===== src/rtl/mem_arbiter_pkg.sv =====
// Shared constants for the memory-port arbiter: read tag encoding and burst default.
package mem_arbiter_pkg;

  localparam int unsigned BURST_BITS_DEF = 2;
  localparam int unsigned NPORTS_DEF     = 3;

  localparam logic [1:0] ID_NONE  = 2'd0;
  localparam logic [1:0] ID_PORT0 = 2'd1;
  localparam logic [1:0] ID_PORT1 = 2'd2;
  localparam logic [1:0] ID_PORT2 = 2'd3;

  function automatic logic [1:0] port_id(input logic [1:0] port);
    case (port)
      2'd0:    return ID_PORT0;
      2'd1:    return ID_PORT1;
      default: return ID_PORT2;
    endcase
  endfunction

  function automatic logic [1:0] next_port(input logic [1:0] port);
    return (port == 2'd2) ? 2'd0 : port + 2'd1;
  endfunction

endpackage


===== src/rtl/mem_arbiter_rr_pick3.sv =====
// Combinational 3-way round-robin selector: first eligible port scanning rr, rr+1, rr+2.
module rr_pick3 (
  input  logic [2:0] eligible,
  input  logic [1:0] rr,
  output logic [2:0] grant,
  output logic       valid
);

  logic [1:0] port;
  logic       found;

  always_comb begin
    grant = '0;
    found = 1'b0;
    port  = '0;
    for (int unsigned k = 0; k < 3; k++) begin
      port = 2'((32'(rr) + k) % 3);
      if (!found && eligible[port]) begin
        grant[port] = 1'b1;
        found       = 1'b1;
      end
    end
    valid = |eligible;
  end

endmodule


===== src/rtl/mem_arbiter.sv =====
// Three-port arbiter for the burst-read memory controller port, with stall lock
// and per-port read-burst tracking; read beats return by tag.
module mem_arbiter
  import mem_arbiter_pkg::*;
#(
  parameter int unsigned BURST_BITS      = BURST_BITS_DEF,
  parameter bit          ONE_OUTSTANDING = 1'b1,
  parameter int unsigned NPORTS          = NPORTS_DEF
) (
  input  logic        clock,
  input  logic        reset,
  input  logic        m0_read,
  input  logic        m0_write,
  input  logic [29:0] m0_address,
  input  logic [31:0] m0_writedata,
  input  logic [3:0]  m0_writedatamask,
  output logic        m0_waitrequest,
  output logic [31:0] m0_readdata,
  output logic        m0_readdatavalid,
  input  logic        m1_read,
  input  logic        m1_write,
  input  logic [29:0] m1_address,
  input  logic [31:0] m1_writedata,
  input  logic [3:0]  m1_writedatamask,
  output logic        m1_waitrequest,
  output logic [31:0] m1_readdata,
  output logic        m1_readdatavalid,
  input  logic        m2_read,
  input  logic        m2_write,
  input  logic [29:0] m2_address,
  input  logic [31:0] m2_writedata,
  input  logic [3:0]  m2_writedatamask,
  output logic        m2_waitrequest,
  output logic [31:0] m2_readdata,
  output logic        m2_readdatavalid,
  input  logic        mem_waitrequest,
  output logic [1:0]  mem_id,
  output logic [29:0] mem_address,
  output logic        mem_read,
  output logic        mem_write,
  output logic [31:0] mem_writedata,
  output logic [3:0]  mem_writedatamask,
  input  logic [31:0] mem_readdata,
  input  logic [1:0]  mem_readdataid
);

  logic [NPORTS-1:0] rd, wr, eligible, pend, wait_v, valid_v;
  logic [29:0]       addr  [NPORTS];
  logic [31:0]       wdata [NPORTS];
  logic [3:0]        wmask [NPORTS];

  logic [BURST_BITS-1:0] beat [NPORTS];
  logic [1:0]            rr, lock_port, gidx, pick_idx;
  logic                  locked, gvalid, pick_valid, present, accept;
  logic [NPORTS-1:0]     pick_grant;

  assign rd = {m2_read, m1_read, m0_read};
  assign wr = {m2_write, m1_write, m0_write};
  assign addr[0] = m0_address;       assign addr[1] = m1_address;       assign addr[2] = m2_address;
  assign wdata[0] = m0_writedata;    assign wdata[1] = m1_writedata;    assign wdata[2] = m2_writedata;
  assign wmask[0] = m0_writedatamask; assign wmask[1] = m1_writedatamask; assign wmask[2] = m2_writedatamask;

  // Writes stay eligible while a read burst is outstanding; only a repeat read is held off.
  always_comb begin
    for (int unsigned n = 0; n < NPORTS; n++)
      eligible[n] = (rd[n] | wr[n]) && !(ONE_OUTSTANDING && pend[n] && rd[n]);
  end

  rr_pick3 u_pick (
    .eligible (eligible),
    .rr       (rr),
    .grant    (pick_grant),
    .valid    (pick_valid)
  );

  assign pick_idx = pick_grant[1] ? 2'd1 : (pick_grant[2] ? 2'd2 : 2'd0);
  assign gvalid   = locked | pick_valid;
  assign gidx     = locked ? lock_port : pick_idx;

  always_comb begin
    mem_read          = 1'b0;
    mem_write         = 1'b0;
    mem_id            = ID_NONE;
    mem_address       = '0;
    mem_writedata     = '0;
    mem_writedatamask = '0;
    if (gvalid) begin
      mem_read          = rd[gidx];
      mem_write         = wr[gidx] & ~rd[gidx];
      mem_id            = rd[gidx] ? port_id(gidx) : ID_NONE;
      mem_address       = addr[gidx];
      mem_writedata     = wdata[gidx];
      mem_writedatamask = wmask[gidx];
    end
  end

  always_comb begin
    for (int unsigned n = 0; n < NPORTS; n++) begin
      wait_v[n]  = !gvalid || (gidx != 2'(n)) || mem_waitrequest || !eligible[n];
      valid_v[n] = (mem_readdataid == port_id(2'(n)));
    end
  end

  assign {m2_waitrequest, m1_waitrequest, m0_waitrequest}       = wait_v;
  assign {m2_readdatavalid, m1_readdatavalid, m0_readdatavalid} = valid_v;
  assign m0_readdata = mem_readdata;
  assign m1_readdata = mem_readdata;
  assign m2_readdata = mem_readdata;

  assign present = mem_read | mem_write;
  assign accept  = present & ~mem_waitrequest;

  always_ff @(posedge clock) begin
    if (reset) begin
      rr        <= '0;
      locked    <= 1'b0;
      lock_port <= '0;
      pend      <= '0;
      for (int unsigned n = 0; n < NPORTS; n++) beat[n] <= '0;
    end else begin
      if (accept) begin
        rr     <= next_port(gidx);
        locked <= 1'b0;
      end else if (present && mem_waitrequest) begin
        locked    <= 1'b1;
        lock_port <= gidx;
      end
      // A new accepted read outranks the last beat of the previous burst on the same port.
      for (int unsigned n = 0; n < NPORTS; n++) begin
        if (accept && mem_read && gidx == 2'(n)) begin
          pend[n] <= 1'b1;
          beat[n] <= '0;
        end else if (pend[n] && mem_readdataid == port_id(2'(n))) begin
          beat[n] <= beat[n] + 1'b1;
          if (&beat[n]) pend[n] <= 1'b0;
        end
      end
    end
  end

endmodule


===== config.mk =====
export PLATFORM = sky130hd
export DESIGN_NAME = mem_arbiter
export DESIGN_NICKNAME = d
export VERILOG_FILES = /design/src/rtl/mem_arbiter_pkg.sv /design/src/rtl/mem_arbiter_rr_pick3.sv /design/src/rtl/mem_arbiter.sv
export SDC_FILE = /design/constraint.sdc
export NUM_CORES = 1
export LEC_CHECK = 0
export BUFFER_PORTS_ARGS = -buffer_cell sky130_fd_sc_hd__clkbuf_2
export CORE_AREA = 2 2 161 163
export DETAILED_ROUTE_END_ITERATION = 10
export DIE_AREA = 0 0 163 165
export GPL_ROUTABILITY_DRIVEN = 0
export PLACE_DENSITY = 0.46
export SLEW_MARGIN = 20
export SYNTH_ARGS = -nofsm -noshare
export SYNTH_HDL_FRONTEND = slang
export SYNTH_SLANG_ARGS = --single-unit

===== constraint.sdc =====
create_clock -name clock -period 2.8 [get_ports clock]
set_input_delay 0.28 -clock clock [delete_from_list [all_inputs] [get_ports clock]]
set_output_delay 0.28 -clock clock [all_outputs]
set_load 0.05 [all_outputs]

# Word-level counts from Yosys, hierarchy flattened

Memory sizes are Yosys's and may differ from the RTL's.
Index checks and enable logic that the tools add are counted.
Widths: inputs -> output; s select.

Flip-flop bits (word level): 8
Bits in writable memories: 6
Output and inout bits: 172
Memories kept: 1

Memories:

| memory | words | width | read ports | clocked after Yosys merged registers in | write ports | RTL line          | RTL |
|---|---|---|---|---|---|---|---|
| beat   | 3     | 2     | 3          | 0                                       | 3           | mem_arbiter.sv:52 | `logic [BURST_BITS-1:0] beat [NPORTS];` |

$add $sub $neg: 6
Divide/modulo/power cells: 3
Order comparisons: 8
Equality and inequality tests: 10
Mux-type cells: 86
Bitwise gates (word level): 19
Reduce and logical (&&, ||, !) cells: 54

Operators by type and width:

| operator              | number |
|---|---|
| $mux 32               | 3 |
| $mux 30               | 3 |
| $bmux 32 s2           | 1 |
| $mod 32x2->32 const B | 2 |
| $bmux 30 s2           | 1 |
| $mux 1                | 44 |
| $mux 2                | 18 |
| $mod 2x2->32 const B  | 1 |
| $logic_and 1x1->1     | 19 |
| $reduce_and 2->1      | 7 |
| $reduce_bool 2->1     | 7 |
| $lt 2x3->1 const B    | 4 |
| $mux 4                | 3 |
| $or 1x1->1            | 11 |
| $bmux 1 s2            | 5 |
| $logic_not 1->1       | 9 |
| $logic_or 1x1->1      | 9 |
| $mux 3                | 3 |
| $add 2x1->2 const B   | 4 |
| $bmux 4 s2            | 1 |
| $demux 1 s2           | 3 |
| $eq 2x2->1            | 3 |
| $eq 2x2->1 const B    | 3 |
| $ge 2x1->1 const B    | 3 |
| other kinds (14)      | 19 |

# Depth between registers and ports, before layout

Depth in word-level cells: 33
Gate-level depth with buffers: 12
Gate-level depth less buffers: 10

# Modules after synthesis

Synthesis repeated with hierarchy kept, for this count alone.

Cell total of the unflattened synthesis: 528
Area, all modules: 3,495.9 µm²

By module, submodules not included:

| module      | instances | cells an instance | area an instance (µm²) | sequential area each (µm²) |
|---|---|---|---|---|
| mem_arbiter | 1         | 491               | 3,216.8                | 340.3 |
| rr_pick3    | 1         | 37                | 279.0                  | 0.0 |

# Worst setup path after synthesis

OpenSTA, ideal clock, no wires.

Path type: reg-to-output
From: register rr[1]
To: output mem_id[1]
Data arrival time: 3,296 ps
Data required time: 2,520 ps
Slack: -776 ps
Stages on the path, launching flop included: 11
Cell sequence: dfxtp_1 > inv_1 > ha_1 > buf_2 > a211o_1 > o22ai_2 > a211oi_1 > nor3b_1 > a21o_1 > and2_1 > a21boi_1

Longest elaborated chain between the ends: 17

Ends and longest elaborated chain:

| what                                                                  | RTL line                                 | RTL |
|---|---|---|
| start, declared                                                       | mem_arbiter.sv:53                        | `logic [1:0] rr, lock_port, gidx, pick_idx;` |
| start signal, assigned                                                | mem_arbiter.sv:122                       | `rr <= next_port(gidx);` |
| $add 2x1->3 or $mod 2x2->32 (tied branches)                           | mem_arbiter_rr_pick3.sv:17               | `port = 2'((32'(rr) + k) % 3);` |
| $mod 32x2->32, or another cell as far along                           | mem_arbiter_rr_pick3.sv:17               |  |
| $lt 2x3->1 (implied by the code), or another cell as far along        | mem_arbiter_rr_pick3.sv:19               | `grant[port] = 1'b1;` |
| $logic_and 1x1->1 (implied by the code), or another cell as far along | mem_arbiter_rr_pick3.sv:19               |  |
| $mux 1 (implied by the code), or another cell as far along            | mem_arbiter_rr_pick3.sv:19               |  |
| $demux 1 s2, or another cell as far along                             | --                                       |  |
| $or 3x3->3 (no line) or $mux 1 (tied branches)                        | --                                       |  |
| $mux 3 or $logic_not 1->1 (tied branches)                             | mem_arbiter_rr_pick3.sv:18               | `if (!found && eligible[port]) begin` |
| $or 3x3->3 (no line) or $logic_and 1x1->1 (tied branches)             | --                                       |  |
| $mux 3 (*)                                                            | mem_arbiter_rr_pick3.sv:18               |  |
| $mux 2                                                                | mem_arbiter.sv:76                        | `assign pick_idx = pick_grant[1] ? 2'd1 : (pick_grant[2] ? 2'd2 : 2'd0);` |
| $mux 2 (*)                                                            | mem_arbiter.sv:76                        |  |
| $mux 2 (*)                                                            | mem_arbiter.sv:78                        | `assign gidx = locked ? lock_port : pick_idx;` |
| $eq 2x1->1, or another cell as far along                              | mem_arbiter_pkg.sv:13                    | `case (port)` |
| $pmux 2 s2 or $mux 1 (tied branches)                                  | mem_arbiter_pkg.sv:13, mem_arbiter.sv:90 |  |
| $mux 2 (*)                                                            | mem_arbiter.sv:90                        | `mem_id = rd[gidx] ? port_id(gidx) : ID_NONE;` |
| $mux 2 (*)                                                            | mem_arbiter.sv:87                        | `if (gvalid) begin` |
| end, declared                                                         | mem_arbiter.sv:37                        | `output logic [1:0] mem_id,` |

Mark *: on every way between the ends. The rest lies on a longest branch, timed or not. The select of a mux whose other input is x is not followed.

# Worst setup path in the final report

From: register rr[0]
To: output mem_address[7]

Longest elaborated chain between the ends: 18

Ends and longest elaborated chain:

| what                                                                  | RTL line                   | RTL |
|---|---|---|
| $add 2x1->3 or $mod 2x2->32 (tied branches)                           | mem_arbiter_rr_pick3.sv:17 |  |
| $mod 32x2->32, or another cell as far along                           | mem_arbiter_rr_pick3.sv:17 |  |
| $lt 2x3->1 (implied by the code), or another cell as far along        | mem_arbiter_rr_pick3.sv:19 |  |
| $logic_and 1x1->1 (implied by the code), or another cell as far along | mem_arbiter_rr_pick3.sv:19 |  |
| $mux 1 (implied by the code), or another cell as far along            | mem_arbiter_rr_pick3.sv:19 |  |
| $demux 1 s2, or another cell as far along                             | --                         |  |
| $or 3x3->3 (no line) or $mux 1 (tied branches)                        | --                         |  |
| $mux 3 or $logic_not 1->1 (tied branches)                             | mem_arbiter_rr_pick3.sv:18 |  |
| $or 3x3->3 (no line) or $logic_and 1x1->1 (tied branches)             | --                         |  |
| $mux 3 (*)                                                            | mem_arbiter_rr_pick3.sv:18 |  |
| $mux 2                                                                | mem_arbiter.sv:76          |  |
| $mux 2 (*)                                                            | mem_arbiter.sv:76          |  |
| $mux 2 (*)                                                            | mem_arbiter.sv:78          |  |
| $not 2->3 (implied by the code) (*)                                   | mem_arbiter.sv:91          | `mem_address = addr[gidx];` |
| $bmux 30 s2 (*)                                                       | mem_arbiter.sv:91          |  |
| $mux 30 (implied by the code) (*) (2 in a row)                        | mem_arbiter.sv:91          |  |
| $mux 30 (*)                                                           | mem_arbiter.sv:87          |  |
| end, declared                                                         | mem_arbiter.sv:38          | `output logic [29:0] mem_address,` |

Marks and branches as above.

==> metrics.cfg <==
[floorplan]
die_h_um = 165
core-area_mm2 = 0.0250
initial_core_util_pct = 14.2
die_area_mm2 = 0.0269
ioPinCount = 413
fp-row-count = 58
die_w_um = 163

[timing]
finalWorstSetupSlack_ps = -316
fmax_ghz = 0.321
rsz0062_at_grt = true
relSlewSlack_pct = 63.0
clock_skew_ps = 3.92
hold_viol_final = 0
setup_violations = 87
report.final.slew_viol_count = 0
worst_slew_pin_slew_ps = 553
finalCriticalPeriod_ps = 3120
hold-worst-slack_ps = 454
fin_crit_sh_pct = 111

[detailed_routing]
drc_errors = 0
final_antenna_net_count = 0
avgViaCountPerCell = 4.19
wire_per_inst_um = 17.6
dr_total_vias = 4404
drt_pass1_iterations = 5
wirelength_mm = 18.5
initialDrtViolationCount = 100

[placement]
io_buffers = 284
place_ws_ps = -393
placedCellCount = 1009
hpwl_mm = 13.6

[clock_tree]
root_buffer = clkbuf_16
htreeDepth = 1
clk_latency_ps = 250
clockBufferDepth = 2
cts.sinks = 14
numCtsBuffers = 3
cts_tree = built
cts_hold_buf = 0
clk_pin_slew_ps = 50

[synth]
synth_edf_count = 6
syn_inst = 461
ys_warn_count = 0
synth_area_per_cell_um2 = 7.69
synthesis.nets = 709
ys_seq_elements = 14
ys_seq_area_share_pct = 9.60
yosys.cell_types.count = 50
async_reset_ff_share_pct = 0
synth_area_mm2 = 0.00354
ys.flop_type = dfxtp_1

[run_status]
violations = setup timing
status = finished with violations

[grt]
track_usage_pct = 12.8
grt_pass1_wl_mm = 26.7
grt_pass1_vias = 4599
antenna_found_initial = 0
grt_overflow = 0
grt_max_degree = 33

[finish]
drive_above_1_share_pct = 86.9
n_antenna_cell = 0
fin_nets = 969
syn_to_final_growth_pct = 119
instances_no_fill = 1050

[setup_path]
end_kind = primary output
critPathKind = reg2out
critPathRequiredTime_ps = 2520
cpMostUsedCell = buf_12
cp_slowest_stage_delay_ps = 360
cpMaxStageDelayCell = dfxtp_4
crit_path_max_fanout = 6
crit_chain = inv_2 -> buf_4 -> ha_2 -> nand2b_4 -> a21oi_2 -> a22oi_4 -> a21oi_4 -> o21ai_4 -> buf_12 -> buf_12 -> buf_12 -> mux2_4 -> a22oi_2 -> nor2_4 -> buf_8
cp_data_arrival_time_ps = 2840
worstSetupStartpointType = flip-flop

[flow_run]
cap_viol_max_count = 0

[min_path]
hold_class = in2reg

[final timing paths]
check / from / to / slack, ps / cells after the start
hold reg to reg: lock_port[1] / lock_port[1] / 470 / 1
setup / recovery: rr[0] / mem_address[7] / -320 / 15
setup reg to reg: rr[1] / beat[1][1] / -90 / 14
hold / removal: mem_waitrequest / rr[1] / 450 / 3
[logic make-up (layout without fill, tap and decap cells)]
family / after synthesis / count (layout) / share of synthesized area [%]
simple gates: 130 / 130 / 18.1
compound gates: 107 / 107 / 23.4
buf+inv: 136 / 395 / 25.0
fa+ha+maj: 7 / 7 / 2.47
flops: 14 / 14 / 9.60
mux: 67 / 67 / 21.4
[final cells by class]
class	count	area (um^2)
sequential	14	348
multi-input combinational	311	3490
clock inverter	1	3.75
tap	330	413
timing repair buffer	382	3390
clock buffer	3	75.1
inverter	9	36.3
fill	2596	17300
[worst max-delay path, delay by kind of cell, from the launching register on]
family                     cells  cell delay [ps]
AOI/OAI and AO/OA              5              750
adders and majority gates      1              180
DFF                            1              360
buffers and inverters          6              760
muxes                          1              300
and+or+nand+nor                2              200
[state kept, by name, indices dropped and copies added, names as in the netlist]
register and cells:
lock_port 2, beat 6, rr 2, locked 1, pend 3
[repair_timing]
action,CTS,global route
gates resized for setup,310,86
setup endpoints to repair,91,92
pin swaps,65,22
buffers inserted,16,16
cloned,7,1
[layer usage]
metal	global-route usage, %	share of wire, %	vias up
met3	1.98	6.1	51
met5	0	0	-
met2	22.9	51	191
li1	-	-	2092
met4	3.62	2.5	0
met1	15.8	40	2070
[per-stage QoR]
step | instance area, um^2 | TNS, ps | utilization, %
finish | 7750 | -17740 | 31.0
global route | 7750 | -26200 | 31.0
CTS | 7340 | -16730 | 29.3
detailed placement | 5540 | -19080 | 22.1
global placement | 5540 | -14770 | 22.1
floorplan | 3900 | -1790 | -
[synth_stat cells (all sizes together), types with 7 or more instances]
cell type / count / area share [%]
nor2: 68 / 7.2
dfxtp: 8 / 4.5
clkbuf: 22 / 2.3
mux2: 67 / 21
nand2: 16 / 1.7
nor4b: 7 / 1.7
buf: 105 / 22
ha: 7 / 2.5
a22oi: 69 / 15
nand2b: 10 / 2.3
inv: 9 / 0.95
a21oi: 14 / 2.1
[placed cells by master, fill, tap and decap left out, types with 3 or more instances in the layout]
master     instances
clkbuf_2         211
buf_8             58
buf_16             8
clkbuf_16          5
buf_6             13
nor2_4            23
nand2_1           15
ha_1               3
dfxtp_1            6
nand3_4            4
buf_4             54
ha_4               3
nor4b_4            4
nor2_2            44
a22oi_1            6
a2111oi_4          3
nand2b_4           3
a21oi_1            8
inv_1              7
mux2_1            10
edfxtp_1           6
mux2_4            56
buf_12            22
a21oi_2            4
nor2b_1            3
nand2b_1           6
clkbuf_8          11
a22oi_2           62
nand3b_1           4
Power is not shown: default switching activity piles up to over one toggle a cycle in this logic, so the estimate is an artifact.
